`src/rtl/tdm_pkg.sv`:
```
// Shared definitions for the TDM channel multiplexing scheme (demux and future serialiser).
package tdm_pkg;

   localparam int unsigned NUM_CH = 4;
   localparam int unsigned CH_W   = $clog2(NUM_CH);

   typedef enum logic {
      HUNT,
      LOCKED
   } state_e;

   // One-hot decode of a channel index.
   function automatic logic [NUM_CH-1:0] chan_onehot(input logic [CH_W-1:0] idx);
      logic [NUM_CH-1:0] oh;
      oh      = '0;
      oh[idx] = 1'b1;
      return oh;
   endfunction

endpackage

```
`src/rtl/tdm_demux_ctrl.sv`:
```
// Frame-alignment controller: tracks expected channel, emits channel write enables and
// registered strobe/frame/error/lock indications.
module tdm_demux_ctrl
   import tdm_pkg::*;
(
   input  logic              clk,
   input  logic              rst,
   input  logic              in_valid,
   input  logic              in_sync,
   output logic [NUM_CH-1:0] wr_en,
   output logic [NUM_CH-1:0] out_valid,
   output logic              frame_valid,
   output logic              sync_err,
   output logic              locked
);

   state_e            state_q, state_d;
   logic [CH_W-1:0]   cnt_q, cnt_d;
   logic              frame_ok_q, frame_ok_d;
   logic              frame_d, err_d;

   // State, counter and registered output pulses.
   always_ff @(posedge clk or posedge rst) begin
      if (rst) begin
         state_q     <= HUNT;
         cnt_q       <= '0;
         frame_ok_q  <= 1'b0;
         out_valid   <= '0;
         frame_valid <= 1'b0;
         sync_err    <= 1'b0;
      end else begin
         state_q     <= state_d;
         cnt_q       <= cnt_d;
         frame_ok_q  <= frame_ok_d;
         out_valid   <= wr_en;
         frame_valid <= frame_d;
         sync_err    <= err_d;
      end
   end

   // Next-state: alignment FSM and next expected channel.
   always_comb begin
      state_d    = state_q;
      cnt_d      = cnt_q;
      frame_ok_d = frame_ok_q;
      if (in_valid) begin
         unique case (state_q)
            HUNT: begin
               if (in_sync) begin
                  state_d    = LOCKED;
                  cnt_d      = CH_W'(1);
                  frame_ok_d = 1'b1;
               end
            end
            LOCKED: begin
               if (in_sync) begin
                  // Sync always restarts a clean frame, early or not.
                  cnt_d      = CH_W'(1);
                  frame_ok_d = 1'b1;
               end else if (cnt_q == '0) begin
                  state_d    = HUNT;
                  cnt_d      = '0;
                  frame_ok_d = 1'b0;
               end else begin
                  cnt_d = cnt_q + CH_W'(1);
                  if (cnt_q == CH_W'(NUM_CH - 1)) begin
                     frame_ok_d = 1'b0;
                  end
               end
            end
            default: ;
         endcase
      end
   end

   // Outputs: channel write enable and pulse conditions for the current sample.
   always_comb begin
      wr_en   = '0;
      frame_d = 1'b0;
      err_d   = 1'b0;
      if (in_valid) begin
         unique case (state_q)
            HUNT: begin
               if (in_sync) begin
                  wr_en = chan_onehot('0);
               end
            end
            LOCKED: begin
               if (in_sync) begin
                  wr_en = chan_onehot('0);
                  err_d = (cnt_q != '0);
               end else if (cnt_q == '0) begin
                  err_d = 1'b1;
               end else begin
                  wr_en   = chan_onehot(cnt_q);
                  frame_d = (cnt_q == CH_W'(NUM_CH - 1)) && frame_ok_q;
               end
            end
            default: ;
         endcase
      end
   end

   assign locked = (state_q == LOCKED);

endmodule

```
`src/rtl/tdm_demux4.sv`:
```
// Four-channel TDM demultiplexer: splits an interleaved sample stream into registered
// per-channel outputs under control of the frame-alignment FSM.
module tdm_demux4
   import tdm_pkg::*;
#(
   parameter int unsigned WIDTH = 8
) (
   input  logic              clk,
   input  logic              rst,
   input  logic              in_valid,
   input  logic              in_sync,
   input  logic [WIDTH-1:0]  in_data,
   output logic [WIDTH-1:0]  out0,
   output logic [WIDTH-1:0]  out1,
   output logic [WIDTH-1:0]  out2,
   output logic [WIDTH-1:0]  out3,
   output logic [NUM_CH-1:0] out_valid,
   output logic              frame_valid,
   output logic              locked,
   output logic              sync_err
);

   logic [NUM_CH-1:0] wr_en;
   logic [WIDTH-1:0]  ch_q [NUM_CH];

   tdm_demux_ctrl u_ctrl (
      .clk         (clk),
      .rst         (rst),
      .in_valid    (in_valid),
      .in_sync     (in_sync),
      .wr_en       (wr_en),
      .out_valid   (out_valid),
      .frame_valid (frame_valid),
      .sync_err    (sync_err),
      .locked      (locked)
   );

   // Channel holding registers, each written only when its enable is set.
   always_ff @(posedge clk or posedge rst) begin
      if (rst) begin
         for (int i = 0; i < NUM_CH; i++) begin
            ch_q[i] <= '0;
         end
      end else begin
         for (int i = 0; i < NUM_CH; i++) begin
            if (wr_en[i]) begin
               ch_q[i] <= in_data;
            end
         end
      end
   end

   assign out0 = ch_q[0];
   assign out1 = ch_q[1];
   assign out2 = ch_q[2];
   assign out3 = ch_q[3];

endmodule

```
`config.mk`:
```
export PLATFORM = sky130hd
export DESIGN_NAME = tdm_demux4
export DESIGN_NICKNAME = d
export VERILOG_FILES = /design/src/rtl/tdm_pkg.sv /design/src/rtl/tdm_demux_ctrl.sv /design/src/rtl/tdm_demux4.sv
export SDC_FILE = /design/constraint.sdc
export NUM_CORES = 1
export LEC_CHECK = 0
export CORE_MARGIN = 1.5
export CORE_UTILIZATION = 46
export DETAILED_ROUTE_END_ITERATION = 8
export PLACE_DENSITY = 0.86
export SLEW_MARGIN = 20
export SYNTH_ARGS = -nofsm -noshare
export SYNTH_HDL_FRONTEND = slang
export SYNTH_SLANG_ARGS = --single-unit
```
`constraint.sdc`:
```
create_clock -name clk -period 1.4 [get_ports clk]
set_input_delay 0.28 -clock clk [delete_from_list [all_inputs] [get_ports clk]]
set_output_delay 0.28 -clock clk [all_outputs]
set_load 0.05 [all_outputs]
```
==> results.sh <==
export IMPL_h_tree_depth=2
export IMPL_fp_dieH_um=64.8
export IMPL_synth_top_family_by_area="multiplexers"
export IMPL_antenna_cells=0
export IMPL_whs_ns=0.370
export IMPL_synth_cell_types=20
export IMPL_synth_area_top_cells="dfrtp_1 (60%), mux2_2 (15%), mux2_4 (6.8%)"
export IMPL_clk_pin_slew_ns=0.09
export IMPL_vias=1186
export IMPL_wl_per_cell_um=21.5
export IMPL_fin_area_um2=3010
export IMPL_synth_simple_area_share=0.0805
export IMPL_endpoint_kind="flop"
export IMPL_yosysSeqAreaShare=0.599
export IMPL_hpwlAfterDp_mm=2.92
export IMPL_syn_area_um2=1760
export IMPL_cts_tree="done"
export IMPL_hold_violations=0
export IMPL_regToRegEndpoint="out1[1]"
export IMPL_cp_required_ns=1.58
export IMPL_cp_max_fo=5
export IMPL_vdd_drop_max_mv=1.59
export IMPL_synth_xor_area_share=0
export IMPL_finalSetupViolCount=0
export IMPL_relSlewSlack=0.779
export IMPL_drtIter0Drc=71
export IMPL_die_area_um2=4200
export IMPL_synth_top_flop_cell="dfrtp_1"
export IMPL_synthAdderAreaFrac=0.0428
export IMPL_areaGrowthSynthToFinish_pct=71.3
export IMPL_fin_crit_sh=0.993
export IMPL_drt_pass1_iterations=4
export IMPL_core_area_um2=3660
export IMPL_num_rows=22
export IMPL_die_w_um=64.8
export IMPL_synth_mux_area_frac=0.222
export IMPL_tightest_slew_ns=0.330
export IMPL_critPathKind="reg -> reg"
export IMPL_drive_gt1_frac=0.576
export IMPL_routed_wl_mm=4.84
export IMPL_detailed_place_area_um2=2750
export IMPL_io_buffer_count=50
export IMPL_pre_cts_slack_ns=-0.296
export IMPL_antenna_found_initial=0
export IMPL_grt_setup_unrepaired="yes"
export IMPL_syn_inst=109
export IMPL_hold_path_class="in -> async"
export IMPL_grt_pass1_vias=1324
export IMPL_r2r_setup_slack_ns=0.009
export IMPL_syn_nets=127
export IMPL_grt_usage=0.259
export IMPL_post_route_drc_count=0
export IMPL_clk_latency_ns=0.30
export IMPL_drv_cap=0
export IMPL_num_nets_final=194
export IMPL_synth_compound_area_share=0.0235
export IMPL_ys_ff_latch=42
export IMPL_final_util=0.822
export IMPL_ios=51
export IMPL_avgSynthCellArea_um2=16.1
export IMPL_status="complete, no violations"
export IMPL_r2r_start="u_ctrl.cnt_q[0]"
export IMPL_yosys_warnings=0
export IMPL_grt_ovfl_total=0
export IMPL_synth_top_area_share=0.599
export IMPL_viasPerCell=5.27
export IMPL_start_util=0.479
export IMPL_fillerInstances=166
export IMPL_ff2ff_path_depth=4
export IMPL_synth_async_reset_ratio=1.00
export IMPL_finalCriticalPeriod_ns=1.39
export IMPL_grt_pass1_wl_mm=7.77
export IMPL_powerDensity_nw_per_um2=2570
export IMPL_p_leak_nw=1.49
export IMPL_grt_max_degree=43
export IMPL_clock_sinks=42
export IMPL_clock_tree_buffer_depth=2
export IMPL_crit_arrival_ns=1.57
export IMPL_postCtsHoldBufs=0
export IMPL_cts_made_buffers=5
export IMPL_yosysTopAreaCell="dfrtp_1"
export IMPL_setup_slack_ns=0.00931
export IMPL_finalClockSkew_ns=0.00677
export IMPL_drtAntennaViolNets=0
export IMPL_worstSetupStartpointType="flop"
export IMPL_gp_congestion=0.718
export IMPL_clock_root_buffer="clkbuf_8"
export IMPL_fmax_ghz=0.719
export IMPL_slew_viol_final=0
export IMPL_synth_edf_count=0
[state kept, by name, indices dropped and copies added (netlist names)]
name and count:
out2 8, u_ctrl.cnt_q 2, u_ctrl.locked 1, u_ctrl.out_valid 4
out3 8, out0 8, out1 8, u_ctrl.frame_ok_q 1
u_ctrl.sync_err 1, u_ctrl.frame_valid 1
[where the power goes]
part | switching [mW] | total (mW) | leakage, nW | internal (mW)
sequential | 0.599 | 2.27 | 0.515 | 1.67
clock | 0.445 | 1.21 | 0.0714 | 0.761
combinational | 2.12 | 4.25 | 0.899 | 2.13
total | 3.17 | 7.73 | 1.49 | 4.56
[cells in the final DEF (no fill, tap or decap), types with 2 or more instances in the layout]
| master | n |
|---|---|
| a22o_1 | 2 |
| ha_2 | 2 |
| buf_12 | 41 |
| nand4b_4 | 4 |
| nor3_1 | 2 |
| nand4b_2 | 2 |
| mux2_2 | 24 |
| ha_1 | 3 |
| inv_1 | 8 |
| bufinv_16 | 2 |
| mux2_4 | 8 |
| dfrtp_1 | 40 |
| nor2_1 | 2 |
| buf_4 | 8 |
| clkbuf_8 | 6 |
| clkdlybuf4s50_1 | 10 |
[synth_stat cells (2+ instances only)]
cell,n
inv_1,8
a22o_1,2
ha_1,6
mux2_4,8
mux2_2,24
buf_4,2
nor3_1,2
nand4b_4,3
nor2_1,2
dfrtp_1,42
[logic make-up after synthesis]
logic type,after synthesis
DFF,42
muxes,32
and+or+nand+nor,12
buffers and inverters,11
AOI/OAI and AO/OA,6
adders and majority gates,6
[critical path, stage by stage, from the launching register on]
cell and delay (ns):
dfrtp_2 0.44, buf_4 0.16, ha_4 0.18, nand4b_4 0.14, mux2_2 0.37
[what timing repair did]
item	4_1_cts	5_1_grt
pin swaps	3	0
gates resized for setup	4	5
setup endpoints to repair	24	28
setup buffers	3	1
gates cloned	3	0
[through the flow]
stage               TNS [ns]  power [mW]  std cells
finish                     0        7.73        225
global route          -0.529        7.97        225
CTS                 -0.00918        7.67        224
detailed placement     -8.73        6.29        210
global placement       -6.39        6.15        210
floorplan                  0        4.05        109
[final cells by class]
cell class / count / area [um^2] / share of cell area
inverter: 8 / 30.0 / 0.00998
sequential: 42 / 1060 / 0.351
clock buffer: 6 / 82.6 / 0.0275
tap: 48 / 60.1 / 0.0200
timing repair buffer: 60 / 993 / 0.330
clock inverter: 2 / 60.1 / 0.0200
multi-input combinational: 59 / 726 / 0.241
[per-layer routing]
layer	global-route usage	wire length, um
met1	0.323	2010
met2	0.430	2460
met3	0.0660	291
met4	0.101	79
met5	0	0
[worst max-delay path by stage]
stage	slack, ns	endpoint	from
after floorplan	0.06	u_ctrl.locked	rst
after global placement	-0.22	out3[2]	in_valid
after detailed placement	-0.30	out3[3]	in_valid
after CTS	-0.009	out2[1]	u_ctrl.cnt_q[0]
after global routing	-0.05	out3[7]	u_ctrl.cnt_q[1]
final	0.009	out1[1]	u_ctrl.cnt_q[0]
Power figures use the tool's default switching activity.
